<file path="config.mk">
export PLATFORM = sky130hd
export DESIGN_NAME = cr_gen_sequencer
export DESIGN_NICKNAME = d
export VERILOG_FILES = /design/src/rtl/cr_gen_sequencer.sv
export SDC_FILE = /design/constraint.sdc
export NUM_CORES = 1
export LEC_CHECK = 0
export CORE_AREA = 10 10 316 318
export CTS_CLUSTER_SIZE = 10
export DETAILED_ROUTE_END_ITERATION = 6
export DIE_AREA = 0 0 326 328
export MAX_ROUTING_LAYER = met4
export PLACE_DENSITY = 0.49
export REMOVE_ABC_BUFFERS = 1
export SETUP_SLACK_MARGIN = 0.1
export SKIP_LAST_GASP = 1
export SYNTH_ARGS = -nofsm -noshare
export SYNTH_HDL_FRONTEND = slang
export SYNTH_SLANG_ARGS = --single-unit
</file>
<file path="constraint.sdc">
create_clock -name clk_i -period 13.13 [get_ports clk_i]
set_input_delay 1.313 -clock clk_i [delete_from_list [all_inputs] [get_ports clk_i]]
set_output_delay 1.313 -clock clk_i [all_outputs]
set_load 0.005 [all_outputs]
</file>
<file path="src/rtl/cr_gen_sequencer.sv">
// cr_gen_sequencer: command-driven sequencer that reseeds the PRNG core and streams lane-masked words downstream
module cr_gen_sequencer #(
  parameter int DATA_W = 256,
  parameter int CNT_W  = 32
) (
  input  logic              clk_i,
  input  logic              rst_i,
  input  logic              cmd_valid_i,
  output logic              cmd_ready_o,
  input  logic [2:0]        cmd_mode_i,
  input  logic [2:0]        cmd_width_i,
  input  logic [CNT_W-1:0]  cmd_count_i,
  input  logic              abort_i,
  output logic              prng_seed_o,
  input  logic              prng_seed_ack_i,
  output logic              prng_req_o,
  input  logic              prng_valid_i,
  input  logic [DATA_W-1:0] prng_data_i,
  output logic              out_valid_o,
  input  logic              out_ready_i,
  output logic [DATA_W-1:0] out_data_o,
  output logic [7:0]        out_keep_o,
  output logic [DATA_W-1:0] out_carry_mask_o,
  output logic [2:0]        out_mode_o,
  output logic              out_last_o,
  output logic              done_o,
  output logic              err_o
);
  typedef enum logic [1:0] {IDLE, SEED, RUN, DONE} state_t;
  state_t state, state_nx;
  logic [2:0] width;
  logic [CNT_W-1:0] rem;
  logic [1:0] sh;
  logic [3:0] lanes, n;
  logic legal, accept, cap, acc, abort;
  assign sh          = width == 3'b001 ? 2'd1 : width == 3'b011 ? 2'd2 : width == 3'b111 ? 2'd3 : 2'd0;
  assign lanes       = 4'd8 >> sh;
  assign n           = rem < CNT_W'(lanes) ? rem[3:0] : lanes;
  assign legal       = cmd_width_i inside {3'b000, 3'b001, 3'b011, 3'b111};
  assign cmd_ready_o = state == IDLE;
  assign prng_seed_o = state == SEED;
  assign done_o      = state == DONE;
  assign prng_req_o  = state == RUN && !out_valid_o && rem != '0;
  assign accept      = cmd_valid_i && cmd_ready_o;
  assign cap         = prng_req_o && prng_valid_i;
  assign acc         = out_valid_o && out_ready_i;
  assign abort       = abort_i && state != IDLE;
  // carry propagates across every 32-bit slice boundary that falls inside a lane
  always_comb begin
    out_carry_mask_o = '0;
    for (int k = 1; k < 8; k++) out_carry_mask_o[32*k] = (3'(k) & ((3'd1 << sh) - 3'd1)) != 3'd0;
  end
  // next-state decode, abort taking priority over all progress
  always_comb begin
    state_nx = state;
    if (abort) state_nx = IDLE;
    else if (state == IDLE && accept && legal) state_nx = cmd_count_i == '0 ? DONE : SEED;
    else if (state == SEED && prng_seed_ack_i) state_nx = RUN;
    else if (state == RUN && acc && out_last_o) state_nx = DONE;
    else if (state == DONE) state_nx = IDLE;
  end
  // state register
  always_ff @(posedge clk_i or posedge rst_i)
    if (rst_i) state <= IDLE;
    else state <= state_nx;
  // command latch, remaining count and output word register
  always_ff @(posedge clk_i or posedge rst_i) begin
    if (rst_i) begin
      width       <= '0;
      out_mode_o  <= '0;
      rem         <= '0;
      out_valid_o <= 1'b0;
      out_data_o  <= '0;
      out_keep_o  <= '0;
      out_last_o  <= 1'b0;
      err_o       <= 1'b0;
    end else begin
      err_o <= accept && !legal;
      if (accept) begin
        width      <= cmd_width_i;
        out_mode_o <= cmd_mode_i;
        rem        <= cmd_count_i;
      end
      if (abort) begin
        out_valid_o <= 1'b0;
        out_last_o  <= 1'b0;
        rem         <= '0;
      end else if (cap) begin
        out_data_o  <= prng_data_i;
        out_keep_o  <= 8'((9'd1 << (n << sh)) - 9'd1);
        out_last_o  <= rem == CNT_W'(n);
        rem         <= rem - CNT_W'(n);
        out_valid_o <= 1'b1;
      end else if (acc) begin
        out_valid_o <= 1'b0;
        out_last_o  <= 1'b0;
      end
    end
  end
endmodule
</file>
# After elaboration in Yosys (flattened, before gate mapping)
# Index checks and enable logic that the tools add are counted.
# word_totals
wordCells	74
inputBits	301
ff_bits	307
# classes
bitwise_logic	1
n_eq_ne	10
shifts	4
reduce_logical	28
n_mux	18
addsub	3
n_lt_le_gt_ge	1
# op_table
cell	n
2-to-1 mux 32 bit	3
equality test 32 x 4 -> 1 bit	1
zero test 32 bit	1
< comparator 32 x 4 -> 1 bit	1
nonzero test 32 bit	1
subtractor 32 x 4 -> 32 bit	1
2-to-1 mux 2 bit	9
nonzero test 3 bit	6
logical AND 1 bit	12
<< shifter 1 x 4 -> 8 bit (first input constant)	1
subtractor 8 x 1 -> 8 bit (second input constant)	1
equality test 3 x 1 -> 1 bit (second input constant)	2
equality test 3 x 2 -> 1 bit (second input constant)	2
equality test 3 bit (second input constant)	2
2-to-1 mux 1 bit	5
nonzero test 5 bit	1
equality test 2 bit (second input constant)	2
2-to-1 mux 4 bit	1
nonzero test 4 bit	1
<< shifter 4 x 2 -> 4 bit	1
right shift 4 x 2 -> 4 bit (first input constant)	1
zero test 3 bit	1
<< shifter 1 x 2 -> 3 bit (first input constant)	1
subtractor 3 x 1 -> 3 bit (second input constant)	1
other kinds (6)	7

# Longest topological paths before layout
# Gate-level depths: netlist of the first run.
# depth
depth_word	10
ltp_mapped	22
mapped_depth_nobuf	20

# Least setup slack after synthesis of the first run
# OpenSTA, ideal clock, no wires.
# synth_path
path_kind	register to register
from	register width[1]
to	register rem[30]
path_stages_with_launch	23
arrival_time_ns	4.624
path_slack_ns	8.428
setup_ns	0.077
n_path_buf	3
period_less_slack_ns	4.702
t_required_ns	13.053
cell_sequence	dfrtp_1 clkbuf_1 and2_1 clkbuf_1 nand2_1 ha_1 o2111ai_1 nand3_1 nor2_1 clkbuf_1 nand2_1 o21ai_0 ha_1 inv_1 fa_1 a21o_1 a21oi_1 nand3_1 nor3_2 nand4b_1 or3_1 a211o_1 a21oi_1
# synth_via
elab_chain_len	10
elab_cells_between_ends	12
# synth_lines
item	line	source
from (decl)	31	logic [2:0] width;
from (signal assigned)	80	width <= cmd_width_i;
equality test 3 bit	36	assign sh = width == 3'b001 ? 2'd1 : width == 3'b011 ? 2'd2 : width == 3'b111 ? 2'd3 : 2'd0;
2-to-1 mux 2 bit (2 in a row)	36	
2-to-1 mux 2 bit *	36	
right shift 4 x 2 -> 4 bit *	37	assign lanes = 4'd8 >> sh;
< comparator 32 x 4 -> 1 bit	38	assign n = rem < CNT_W'(lanes) ? rem[3:0] : lanes;
2-to-1 mux 4 bit *	38	
subtractor 32 x 4 -> 32 bit *	92	rem <= rem - CNT_W'(n);
2-to-1 mux 32 bit *	88	end else if (cap) begin
2-to-1 mux 32 bit *	84	if (abort) begin
to (signal assigned)	82	rem <= cmd_count_i;
to (signal assigned)	92	
to (decl)	32	logic [CNT_W-1:0] rem;
# Mark *: on every way between the ends. The rest lies on a longest branch, timed or not.
# A chain may end at the register's enable or synchronous reset.

# Worst setup path in the final report of the first run
# layout_path
from	register rem[25]
to	register rem[30]
# layout_via
elab_chain_len	5
elab_cells_between_ends	9
# layout_lines
item	line
< comparator 32 x 4 -> 1 bit / nonzero test 32 bit (equally long branches)	38, 43
2-to-1 mux 4 bit / logical AND 1 bit (equally long branches)	38, 43
subtractor 32 x 4 -> 32 bit / logical AND 1 bit (equally long branches)	92, 45
2-to-1 mux 32 bit	88
2-to-1 mux 32 bit	84
# Parallel ways exist; a longest one is shown, timed or not.

==> run_results.csv, run 1 <==
group,metric,value,unit
logic_synthesis,ys_types,61,
clock_network,clock_latency,0.58,ns
clock_network,clkTransAtPathRegs,0.05,ns
worst_setup_path,cp_top_family,"simple AND/OR/NAND/NOR gates",
power_and_ir_drop,p_leak,10.7,nW
floorplan,io_pins,831,
floorplan,fp-row-count,112,
sta,fin_ws,7.68,ns
sta,hold_violations,0,
detailed_routing,vias_per_cell,3.59,
global_route,grt-ovfl-total,0,
worst_setup_path,critPathCaptureType,"flop",
layout,stdcell_count,3611,
logic_synthesis,async_flop_share,100,%
worst_setup_path,critical_path_arrival,5.95,ns
floorplan,die_w,326,um
power_and_ir_drop,p_per_area,184,nW/um^2
detailed_routing,drc,0,
clock_network,cts_sinks,307,
sta,worst_slew_pin_slew,1.06,ns
placed_design,hpwl,50800,um
global_route,grt_pass1_vias,13753,
placed_design,gp_congestion,0.814,
logic_synthesis,synth_area_leaders,"dfrtp_1 (52%), nand2_1 (21%), buf_4 (13%)",
flow_run,cap_violations,0,
global_route,grt_max_degree,137,
clock_network,cts_tree,"built",
global_route,grt_pass1_wl,94300,um
clock_network,postCtsSetupBuffers,0,
logic_synthesis,synth_area,14900,um^2
floorplan,die-area,107000,um^2
detailed_routing,wirelength,65800,um
sta,skew,0.0180,ns
sta,min_period,5.45,ns
clock_network,cts_hold_buf,0,
worst_setup_path,slowest_delay,0.61,ns
placed_design,pre_cts_ws,7.70,ns
layout,area_growth,51.6,%
detailed_routing,vias,12957,
detailed_routing,wl_met1,27100,um
clock_network,cts.repair.resized,0,
sta,rsz0062_at_grt,"no",
detailed_routing,wl_per_cell,18.2,um
worst_setup_path,crit_slowest_cell,"nor2_1",
power_and_ir_drop,ir_worst_vdd,0.0000748,V
logic_synthesis,synth_top_area_share,51.6,%
worst_setup_path,crit_buf_inv,1,
floorplan,fp.coreArea,93000,um^2
logic_synthesis,synth_warnings,0,
clock_network,cts_root_buf,"clkbuf_16",
sta,fin_hold_ws,0.468,ns
sta,relSlewSlack,29.4,%
layout,nets,2640,
logic_synthesis,ys_top_cells_by_count,"nand2_1 (823), dfrtp_1 (307), buf_4 (252)",
detailed_routing,met2_length,31200,um
detailed_routing,first_iter_violations,717,
detailed_routing,wl_met3,6140,um
clock_network,cts_inserted_buffers,43,
logic_synthesis,synth-seq-area-share,51.6,%
logic_synthesis,ys_ff_latch,307,
worst_setup_path,cp-start-kind,"flop",
logic_synthesis,synth-main-ff-cell,"dfrtp_1",
min_path,hold_class,"flop to flop",
detailed_routing,first_pass_iters,5,
clock_network,htree_levels,2,
logic_synthesis,synth_edf_count,0,
sta,finalSetupViolCount,0,
floorplan,initial_core_util,16.0,%
sta,fmaxAchievable,0.183,GHz
worst_setup_path,cp_max_fo,12,
logic_synthesis,syn_inst,1771,
sta,finalMaxSlewViolations,0,
run_status,outcome,"completed",
sta,tns,0,ns
clock_network,ctsLongestPathBuffers,3,
worst_setup_path,path_class,"flop to flop",
detailed_routing,antenna_left,0,
layout,drive_gt1_share,4.12,%
worst_setup_path,required,13.63,ns
global_route,antenna_found_initial,16,
logic_synthesis,yosysMostFrequentCell,"nand2_1",
worst_setup_path,crit_chain,"or4_1, nor3_2, nand4_4, nor2_1, nand2_1, o21ai_0, ha_1, inv_1, fa_1, a21o_1, a21oi_1, nand3_1, nor3_2, nand4b_1, or3_1, a211o_1, a21oi_1",
detailed_routing,highest_layer,"met4",
placed_design,place_inst,3539,
floorplan,die_h,328,um
global_route,grt_use_total,12.0,%
logic_synthesis,syn_area_per_cell,8.41,um^2
worst_setup_path,rrSetupSlack,7.68,ns
logic_synthesis,synth_top_area_cell,"dfrtp_1",
placed_design,portBuffers,581,
sta,finalCritPeriodShare,41.5,%
## cells in the final DEF (no fill, tap or decap), types with 2 or more instances in the layout
master,instances
nand2_1,822
o31ai_1,2
clkdlybuf4s50_1,581
or4_1,4
o22ai_1,3
nor4_1,13
dfrtp_1,307
diode_2,5
and3_1,7
nor2b_1,3
o221ai_1,2
mux2i_1,5
o211ai_1,2
nand2b_1,5
a211o_1,4
o21a_1,2
inv_1,15
ha_1,8
nor3_1,17
buf_4,14
a211oi_1,12
or3_1,9
conb_1,249
clkbuf_1,4
a31o_2,2
clkbuf_8,10
and2_1,3
a21oi_1,35
or2_2,2
a311oi_1,8
nand4_1,5
o21ai_0,35
nor3_2,2
nor2_1,58
clkbuf_16,44
bufinv_16,4
a31oi_1,3
nand3_1,15
## per-stage QoR
stage / utilization [%] / total power [mW] / area [um^2]
2_1_floorplan: - / 1.99 / 13600
3_3_place_gp: 22.7 / 2.98 / 21100
3_5_place_dp: 22.7 / 2.99 / 21100
4_1_cts: 24.2 / 4.25 / 22600
5_1_grt: 24.2 / 4.45 / 22600
6_report: 24.3 / 4.15 / 22600
## worst paths after layout
kind                                              from                           to  cells past startpoint
setup / recovery                   rem[25]$_DFFE_PP0P_          rem[30]$_DFFE_PP0P_                     17
hold / removal             out_data_o[196]$_DFFE_PP0P_  out_data_o[196]$_DFFE_PP0P_                      2
setup reg to reg                   rem[25]$_DFFE_PP0P_          rem[30]$_DFFE_PP0P_                     17
hold reg to reg            out_data_o[196]$_DFFE_PP0P_  out_data_o[196]$_DFFE_PP0P_                      2
max in group asynchronous                        rst_i   out_data_o[35]$_DFFE_PP0P_                      4
min in group asynchronous                        rst_i   out_data_o[84]$_DFFE_PP0P_                      2
## registers in the layout (all words and copies together), names as in the netlist
register and cells:
rem 32, err_o 1, width 3, out_keep_o 8, out_data_o 256, out_last_o 1
out_mode_o 3, state 2, out_valid_o 1
## worst register-to-register path, stage by stage, from the launching register on
cell	delay, ns
dfrtp_1	0.43
or4_1	0.60
nor3_2	0.32
nand4_4	0.25
nor2_1	0.62
nand2_1	0.11
o21ai_0	0.11
ha_1	0.20
inv_1	0.05
fa_1	0.40
a21o_1	0.19
a21oi_1	0.44
nand3_1	0.25
nor3_2	0.35
nand4b_1	0.26
or3_1	0.38
a211o_1	0.30
a21oi_1	0.13
## logic make-up (layout without fill, tap and decap cells)
logic type	after synthesis	after routing	share of synthesized area [%]
adders and majority gates	9	9	0.807
muxes	5	5	0.336
xor gates and xnor gates	2	2	0.118
and+or+nand+nor	977	977	26.4
other	1	254	0.0252
DFF	307	307	51.6
buffers and inverters	346	679	15.3
AOI/OAI and AO/OA	124	124	5.39
## power breakdown
part	total, mW	switching (mW)	internal, mW
registers	1.52	0.226	1.29
clock network	1.20	0.464	0.739
logic	1.43	0.637	0.791
## layer usage
metal	vias up	GRT usage (%)
met2	566	19.0
li1	6230	-
met3	75	4.83
met1	6086	14.1
met5	-	-
met4	0	2.89
## layout make-up
cell class                 count  area (um^2)
antenna                        5         12.5
clock buffer                  58         1250
clock inverter                 9          166
fill                       10245        70500
inverter                      16         67.6
multi-input combinational   1366         5870
sequential                   307         7680
tap                         1254         1570
timing repair buffer         596         5940
Note: power is estimated with default switching activity, not from simulation.
==> inputs of run 2 (changes only) <==
Settings changed: CORE_AREA 10 10 316 318 to 10 10 314 316, DIE_AREA 0 0 326 328 to 0 0 324 326, PLACE_DENSITY 0.49 to 0.51.
Clock period 13.13 ns to 4.8 ns, I/O delays scaled along.
==> run 2 against run 1 <==
Wire length down 4.3%. Sequential share of layout area is essentially flat. Clock skew fell by 0.00095 ns. Via count down 0.67%. Maximum frequency increased by 23%. Count of clock-buffer cells in the layout is 1 higher. Cell count is 1.1% lower. Final area is essentially flat. Sequential cell count stayed put. Total power increased to 2.6 times the previous value. First-iteration DRC count up 14%. Critical path type unchanged.
==> run_results.csv, run 2 (synthesis results as in run 1) <==
group,metric,value,unit
sta,skew,0.0170,ns
sta,finalSetupViolCount,0,
detailed_routing,drc,0,
clock_network,ctsLongestPathBuffers,3,
sta,rsz0062_at_grt,"yes",
layout,largest_reg_flops,256,
worst_setup_path,cp_max_fo,6,
global_route,grt_max_degree,117,
worst_setup_path,critical_path_arrival,4.94,ns
sta,finalCritPeriodShare,92.6,%
global_route,antenna_found_initial,16,
min_path,hold_class,"primary input to flop",
worst_setup_path,cp-start-kind,"flop",
floorplan,die_w,324,um
clock_network,clock_latency,0.57,ns
detailed_routing,wirelength,63000,um
floorplan,die-area,106000,um^2
layout,nets,2658,
sta,fmaxAchievable,0.225,GHz
floorplan,fp-row-count,112,
placed_design,gp_congestion,0.814,
layout,regMostFlops,"out_data_o",
worst_setup_path,critPathCaptureType,"flop",
clock_network,cts_tree,"built",
detailed_routing,first_pass_iters,5,
layout,area_growth,51.5,%
power_and_ir_drop,power_switching,3.55,mW
clock_network,clkTransAtPathRegs,0.06,ns
worst_setup_path,path_class,"flop to flop",
global_route,grt-busiest-layer,"met2",
clock_network,cts_sinks,307,
layout,layout_common_cells,"nand2_1 (822), clkdlybuf4s50_1 (581), dfrtp_1 (307)",
global_route,grt_pass1_wl,89500,um
flow_run,cap_violations,0,
clock_network,cts_root_buf,"clkbuf_16",
floorplan,fp.coreArea,92500,um^2
power_and_ir_drop,p_total,11.0,mW
run_status,outcome,"completed",
floorplan,io_pins,831,
power_and_ir_drop,combPwrFrac,35.9,%
clock_network,htree_levels,2,
power_and_ir_drop,internal-power,7.42,mW
placed_design,portBuffers,581,
sta,worst_slew_pin_slew,0.989,ns
detailed_routing,first_iter_violations,815,
global_route,grt_use_met1,13.6,%
sta,relSlewSlack,33.8,%
detailed_routing,vias,12870,
power_and_ir_drop,clkPwrFrac,26.5,%
layout,layout_commonest_cell,"nand2_1",
sta,min_period,4.45,ns
power_and_ir_drop,p_leak,10.7,nW
power_and_ir_drop,ir_worst_vdd,0.000270,V
power_and_ir_drop,p_per_area,486,nW/um^2
power_and_ir_drop,p_sw_share,32.4,%
layout,drive_gt1_share,4.60,%
sta,fin_hold_ws,0.437,ns
placed_design,hpwl,49600,um
global_route,met3_usage,3.84,%
power_and_ir_drop,seq_power_share,37.6,%
clock_network,cts_inserted_buffers,40,
layout,largestRegisters,"out_data_o x256, rem x32, out_keep_o x8",
detailed_routing,vias_per_cell,3.60,
global_route,use_met2,18.4,%
floorplan,die_h,326,um
detailed_routing,antenna_left,0,
global_route,grt_use_total,11.4,%
worst_setup_path,required,5.29,ns
sta,finalMaxSlewViolations,0,
floorplan,initial_core_util,16.1,%
sta,hold_violations,0,
detailed_routing,wl_per_cell,17.6,um
global_route,grt-ovfl-total,0,
global_route,grt_pass1_vias,13275,
layout,filler_cell_count,10118,
## run 2: changes by cell type in the layout (fill, tap and decap cells not counted), moves of 3 or more
cell	before	now
buf_12	1	9
buf_4	14	27
bufinv_16	4	1
clkbuf_1	4	13
clkbuf_16	44	40
clkbuf_8	10	6
## run 2: worst max-delay path, cell delays in order (launching register included)
cell and delay (ns):
dfrtp_1 0.43, nand2b_1 0.19, or2_1 0.29, ha_1 0.31, o2111ai_1 0.11, nand3_1 0.21
nor2_1 0.20, nand2_1 0.06, o21ai_0 0.08, ha_1 0.20, inv_1 0.05, fa_1 0.40
a21o_1 0.21, a21oi_2 0.23, nand3_1 0.20, nor3_2 0.28, nand4b_1 0.15, or3_1 0.35
a211o_1 0.30, a21oi_1 0.12
## run 2: final cells by class
class	instances	area (um^2)	share of cell area, %
diodes	3	7.51	0.0333
flip-flops and latches	307	7680	34.1
repair buffers	617	6200	27.5
multi-input cells	1366	5880	26.1
well taps	1197	1500	6.64
inverters	16	67.6	0.299
clock buffers	59	1130	5.02
clock inverters	7	96.3	0.427
## run 2: final timing paths
path | start | end | slack (ns) | depth (start not counted)
min reg2reg | out_data_o[130]$_DFFE_PP0P_ | out_data_o[130]$_DFFE_PP0P_ | 0.47 | 2
min in group asynchronous | rst_i | out_data_o[41]$_DFFE_PP0P_ | 0.46 | 2
min | prng_data_i[189] | out_data_o[189]$_DFFE_PP0P_ | 0.44 | 3
max in group asynchronous | rst_i | out_data_o[226]$_DFFE_PP0P_ | 3.35 | 3
max | width[2]$_DFFE_PP0P_ | rem[30]$_DFFE_PP0P_ | 0.35 | 19
max reg2reg | width[2]$_DFFE_PP0P_ | rem[30]$_DFFE_PP0P_ | 0.35 | 19
## run 2: power groups by stage
stage	sequential (mW)	combinational (mW)	clock, mW
final	4.13	3.94	2.91
after global routing	4.26	4.36	3.13
after CTS	4.14	4.01	3.05
after detailed placement	4.17	4.00	0
after global placement	4.13	4.00	0
after floorplan	4.18	1.28	0
## run 2: metal layers
metal  wire [um]  vias up
li1            -     6274
met1       26100     5964
met2       29500      542
met3        5930       90
met4        1400        0
met5           0        -
## run 2: timing repair
action | CTS | global route
endpoints found under the setup margin | 0 | 3
setup buffers | 0 | 2
gates resized for setup | 0 | 2
hold buffers | 0 | 0
## run 2: stage by stage
step	cell area (um^2)	setup slack, ns	instances	TNS, ns	util (%)
floorplan	13600	-5.30	1689	-2598.59	-
detailed placement	21300	0.215	3501	0	23.0
global route	22600	0.0590	3571	0	24.4
finish	22600	0.353	3572	0	24.4
CTS	22500	0.204	3567	0	24.4
global placement	21300	0.220	3501	0	23.0
